--- src/rtl/cam_capture.sv ---
// Camera pixel-bus front end: frames VSYNC/HREF/D into a one-shot byte
// stream for the frame-dump buffer and checks line/frame geometry.
module cam_capture #(
  parameter int H_BYTES   = 1280,
  parameter int V_LINES   = 480,
  parameter int LINE_W    = 10,
  parameter int VSYNC_POL = 1
) (
  input  logic              cam_pclk,
  input  logic              cam_reset,
  input  logic              cam_vsync,
  input  logic              cam_href,
  input  logic [7:0]        cam_d,
  input  logic              arm,
  input  logic              wr_full,
  output logic              frame_start,
  output logic              frame_end,
  output logic              write_en,
  output logic [7:0]        write_data,
  output logic              busy,
  output logic [LINE_W-1:0] line_cnt,
  output logic              len_err,
  output logic              ovf_err
);

  localparam int BW = $clog2(H_BYTES + 2);

  localparam logic [BW-1:0] H_MAX  = BW'(H_BYTES);
  localparam logic [BW-1:0] H_SAT  = BW'(H_BYTES + 1);
  localparam logic [BW-1:0] B_ONE  = BW'(1);

  localparam logic [LINE_W-1:0] V_MAX = LINE_W'(V_LINES);
  localparam logic [LINE_W-1:0] L_SAT = '1;
  localparam logic [LINE_W-1:0] L_ONE = LINE_W'(1);

  typedef enum logic [1:0] {
    IDLE,
    WAIT_VS,
    ACTIVE
  } state_t;

  state_t state_q, state_d;

  logic vs_s1_q, vs_s1_d;
  logic vs_s2_q, vs_s2_d;
  logic href_s1_q, href_s1_d;
  logic href_s2_q, href_s2_d;
  logic [7:0] d_s1_q, d_s1_d;

  logic [BW-1:0] byte_cnt_q, byte_cnt_d;
  logic [LINE_W-1:0] line_cnt_q, line_cnt_d;
  logic len_err_q, len_err_d;
  logic ovf_err_q, ovf_err_d;
  logic frame_start_q, frame_start_d;
  logic frame_end_q, frame_end_d;
  logic write_en_q, write_en_d;
  logic [7:0] write_data_q, write_data_d;

  logic vs_in;
  logic vs_rise;
  logic vs_fall;
  logic href_fall;

  // Normalise VSYNC so that 1 always means "vertical blanking".
  assign vs_in = (VSYNC_POL != 0) ? cam_vsync : ~cam_vsync;

  assign vs_rise   = vs_s1_q & ~vs_s2_q;
  assign vs_fall   = ~vs_s1_q & vs_s2_q;
  assign href_fall = ~href_s1_q & href_s2_q;

  always_comb begin
    vs_s1_d   = vs_in;
    vs_s2_d   = vs_s1_q;
    href_s1_d = cam_href;
    href_s2_d = href_s1_q;
    d_s1_d    = cam_d;
  end

  always_comb begin
    state_d       = state_q;
    byte_cnt_d    = byte_cnt_q;
    line_cnt_d    = line_cnt_q;
    len_err_d     = len_err_q;
    ovf_err_d     = ovf_err_q;
    frame_start_d = 1'b0;
    frame_end_d   = 1'b0;
    write_en_d    = 1'b0;
    write_data_d  = write_data_q;

    unique case (state_q)
      IDLE: begin
        if (arm) begin
          state_d    = WAIT_VS;
          len_err_d  = 1'b0;
          ovf_err_d  = 1'b0;
          line_cnt_d = '0;
          byte_cnt_d = '0;
        end
      end
      WAIT_VS: begin
        if (vs_fall) begin
          state_d       = ACTIVE;
          frame_start_d = 1'b1;
        end
      end
      ACTIVE: begin
        if (href_s1_q) begin
          if (byte_cnt_q < H_MAX && line_cnt_q < V_MAX) begin
            if (wr_full) begin
              ovf_err_d = 1'b1;
            end else begin
              write_en_d   = 1'b1;
              write_data_d = d_s1_q;
            end
          end
          if (byte_cnt_q != H_SAT) begin
            byte_cnt_d = byte_cnt_q + B_ONE;
          end
        end
        if (href_fall) begin
          if (byte_cnt_q != H_MAX) begin
            len_err_d = 1'b1;
          end
          if (line_cnt_q != L_SAT) begin
            line_cnt_d = line_cnt_q + L_ONE;
          end
          byte_cnt_d = '0;
        end
        // Line check sees a coincident href_fall already counted.
        if (vs_rise) begin
          if (line_cnt_d != V_MAX) begin
            len_err_d = 1'b1;
          end
          frame_end_d = 1'b1;
          state_d     = IDLE;
        end
      end
      default: begin
        state_d = IDLE;
      end
    endcase
  end

  always_ff @(posedge cam_pclk or posedge cam_reset) begin
    if (cam_reset) begin
      state_q       <= IDLE;
      vs_s1_q       <= 1'b0;
      vs_s2_q       <= 1'b0;
      href_s1_q     <= 1'b0;
      href_s2_q     <= 1'b0;
      d_s1_q        <= '0;
      byte_cnt_q    <= '0;
      line_cnt_q    <= '0;
      len_err_q     <= 1'b0;
      ovf_err_q     <= 1'b0;
      frame_start_q <= 1'b0;
      frame_end_q   <= 1'b0;
      write_en_q    <= 1'b0;
      write_data_q  <= '0;
    end else begin
      state_q       <= state_d;
      vs_s1_q       <= vs_s1_d;
      vs_s2_q       <= vs_s2_d;
      href_s1_q     <= href_s1_d;
      href_s2_q     <= href_s2_d;
      d_s1_q        <= d_s1_d;
      byte_cnt_q    <= byte_cnt_d;
      line_cnt_q    <= line_cnt_d;
      len_err_q     <= len_err_d;
      ovf_err_q     <= ovf_err_d;
      frame_start_q <= frame_start_d;
      frame_end_q   <= frame_end_d;
      write_en_q    <= write_en_d;
      write_data_q  <= write_data_d;
    end
  end

  assign frame_start = frame_start_q;
  assign frame_end   = frame_end_q;
  assign write_en    = write_en_q;
  assign write_data  = write_data_q;
  assign busy        = (state_q != IDLE);
  assign line_cnt    = line_cnt_q;
  assign len_err     = len_err_q;
  assign ovf_err     = ovf_err_q;

endmodule

--- config.mk ---
export PLATFORM = sky130hd
export DESIGN_NAME = cam_capture
export DESIGN_NICKNAME = d
export VERILOG_FILES = /design/src/rtl/cam_capture.sv
export SDC_FILE = /design/constraint.sdc
export NUM_CORES = 1
export LEC_CHECK = 0
export CAP_MARGIN = 5
export CORE_AREA = 2 2 69 71
export DETAILED_ROUTE_END_ITERATION = 16
export DIE_AREA = 0 0 71 73
export MAX_ROUTING_LAYER = met4
export PLACE_DENSITY = 0.81
export REMOVE_ABC_BUFFERS = 1
export SLEW_MARGIN = 20
export SYNTH_ARGS = -nofsm -noshare
export SYNTH_HDL_FRONTEND = slang
export SYNTH_SLANG_ARGS = --single-unit
--- constraint.sdc ---
create_clock -name cam_pclk -period 5.9 [get_ports cam_pclk]
set_clock_uncertainty 0.2 [all_clocks]
set_input_delay 1.18 -clock cam_pclk [delete_from_list [all_inputs] [get_ports cam_pclk]]
set_output_delay 1.18 -clock cam_pclk [all_outputs]
set_load 0.01 [all_outputs]
==> flow_summary.ini <==
[grt]
antenna_found_initial = 0
grtUsageTotal_pct = 22.1
grt_max_degree = 49
grt_pass1_vias = 1877
grt_remaining_overflow = 0
grt_pass1_wl_microns = 8780

[yosys]
yosys-top-cells-area = dfrtp_1 (49%), o21ai_0 (4.9%), mux2_4 (4.9%), nor2_1 (3.1%), nand3_1 (2.9%)
async_flop_share_pct = 100
synthMuxAreaShare_pct = 4.93
dominantRegCellSynth = dfrtp_1
ys_warn_count = 0
synth_simple_gate_area_share_pct = 22.4
syn_area_per_cell_sq_um = 10.2
synth.distinct_cells = 48
synthXorXnorAreaFrac_pct = 0
syn_inst = 239
synth-adder-area-share_pct = 2.06
ys_seq_area_share_pct = 49.3
yosysMostFrequentCell = dfrtp_1
synthTopCellsByCount = dfrtp_1 (48), o21ai_0 (24), nor2_1 (20), nand2_1 (18), nand3_1 (14)
synth_top_family_by_area = simple AND/OR/NAND/NOR gates
ys_seq_elements = 48
synth_edf_count = 0
syn-cell-area_sq_um = 2430
synth_compound_area_share_pct = 16.3
yosysTopAreaCell = dfrtp_1
synth_top_area_share_pct = 49.3

[clocking]
clk_pin_slew_ns = 0.09
cts_resized = 0
cts.path.max_buffers = 2
clock_latency_ns = 0.30
cts_hold_buffers = 0
cts_max_level = 2
cts_root_buffer = clkbuf_8
tritoncts = yes
cts_buffers = 5
cts_setup_buffers = 0
cts_num_sinks = 48

[power_and_ir_drop]
share_seq_of_total_power_pct = 48.9
leakage_uw = 0.00124
p_sw_share_pct = 32.9
p_total_uw = 936
p_per_area_nw_per_um2 = 326
switching_power_uw = 308
intPower_uw = 628
p_comb_share_pct = 31.4
clockPowerShare_pct = 19.7
ir_worst_vdd_mv = 0.164

[timing]
post-route-period-util_pct = 52.8
maxSlewHeadroom_pct = 37.0
grt_setup_unrepaired = false
slew_viol_final = 0
max_freq_mhz = 321
fin_crit_ns = 3.11
fin_tns_setup_ns = 0
worst_slew_pin_slew_ns = 0.944
hold_viol = 0
setup_viol = 0

[detailed_routing]
ant_nets = 0
via_per_inst = 6.10
wl_microns = 5090
vias = 1990
wire_per_inst_microns = 15.6
drc = 0
dr.first_iter.drc_count = 228
drt-pass1-iter-count = 4

[critical_path]
critical_path.cell_chain = or2_2 -> clkdlybuf4s50_1
r2r-start = state_q[1]$_DFFE_PP0P_
max_stage_delay_ns = 0.59
rrSetupSlack_ns = 3.52
ff2ff_path_depth = 3
endpoint = busy
rr_endpoint = write_data[3]$_DFFE_PP0P_
end_kind = primary output
cp-startpoint = state_q[1]$_DFFE_PP0P_
cp.arrival_ns = 1.73
cpMaxStageDelayCell = dfrtp_1
worstSetupPathType = reg2out
critPathMaxFanout = 17
worstSetupStartpointType = register
cp.required_ns = 4.52

[floorplanning]
ios = 38
die_y_microns = 73
die_width_microns = 71
die-area_sq_um = 5180
rows = 25
core_area_sq_um = 4540
start_util_pct = 53.7

[layout]
syn_to_final_growth_pct = 18.1
design_area_sq_um = 2880
post-route-util_pct = 63.4
nets = 290
stdcell_count = 326
drive_gt1_share_pct = 9.19
diodes = 0

[place]
placed_cells = 319
placed_area_sq_um = 2790
place.gp.congestion = 0.885
io_buffers = 37
dp_hpwl_microns = 3590

[run_status]
status = finished, final reports clean

[min_path]
hp-class = reg2reg
hp-start = vs_s1_q$_DFF_PP0_

[job]
cap_violations = 0
[layout make-up]
cell class | count | area [sq um]
clock buffers | 5 | 68.8
clock inverters | 2 | 12.5
fillers | 391 | 1660
inverters | 11 | 42.5
multi-input cells | 169 | 1110
flip-flops and latches | 48 | 1200
well taps | 54 | 67.6
repair buffers | 37 | 370
[worst max-delay path: cells and delay by family, from the launching register on]
kind | cells | cell delay (ns)
buffers and inverters | 1 | 0.48
flip-flops | 1 | 0.59
AND/OR/NAND/NOR | 1 | 0.36
[power by group through the flow]
stage / logic, uW / clock network (uW) / registers (uW)
final: 294 / 185 / 458
after global routing: 319 / 204 / 468
after CTS: 296 / 188 / 456
after detailed placement: 294 / 0 / 463
after global placement: 288 / 0 / 459
after floorplan: 143 / 0 / 464
[logic make-up (layout without fill, tap and decap cells)]
group                    after synthesis  count (layout)
AO/OA/AOI/OAI                         59              59
AND/OR/NAND/NOR                       98              98
buffers and inverters                 22              55
multiplexers                           8               8
flip-flops                            48              48
adder cells (fa/ha/maj)                4               4
[flip-flops by register name, summed over array words and instances (netlist names), 2 cells and up]
name	count
write_data	8
state_q	2
d_s1_q	8
byte_cnt_q	11
line_cnt	10
[through the flow]
stage          setup WS (ns)  hold WS, ns
2_1_floorplan           3.36        0.154
3_3_place_gp            2.68        0.161
3_5_place_dp            2.61        0.169
4_1_cts                 2.80        0.187
5_1_grt                 2.73        0.206
6_report                2.79        0.186
[routing by layer]
| metal | part of all wire [%] | up-vias | track usage [%] |
|---|---|---|---|
| met4 | 1.4 | 0 | 7.76 |
| li1 | - | 948 | - |
| met1 | 45 | 974 | 28.6 |
| met2 | 49 | 62 | 34.9 |
| met3 | 4.6 | 6 | 4.56 |
| met5 | 0 | - | - |
[cells in the final DEF (no fill, tap or decap), types with 5 or more instances in the layout]
cell | Yosys | layout
a31oi_1 | 7 | 7
dfrtp_1 | 48 | 48
nand2_1 | 18 | 18
a21oi_1 | 5 | 5
inv_1 | 10 | 9
nor3_1 | 8 | 8
nor2_1 | 20 | 20
mux2_4 | 8 | 8
o21ai_0 | 24 | 24
clkbuf_8 | 0 | 5
nand3_1 | 14 | 14
clkdlybuf4s50_1 | 0 | 37
nand4_1 | 7 | 7
[worst min path at each step]
stage	to	slack [ns]	depth (start not counted)
final	vs_s2_q$_DFF_PP0_	0.19	0
after global routing	vs_s2_q$_DFF_PP0_	0.21	0
after global placement	vs_s2_q$_DFF_PP0_	0.16	0
after detailed placement	vs_s2_q$_DFF_PP0_	0.17	0
after CTS	vs_s2_q$_DFF_PP0_	0.19	0
after floorplan	vs_s2_q$_DFF_PP0_	0.15	0
(Power assumes the default switching activity.)
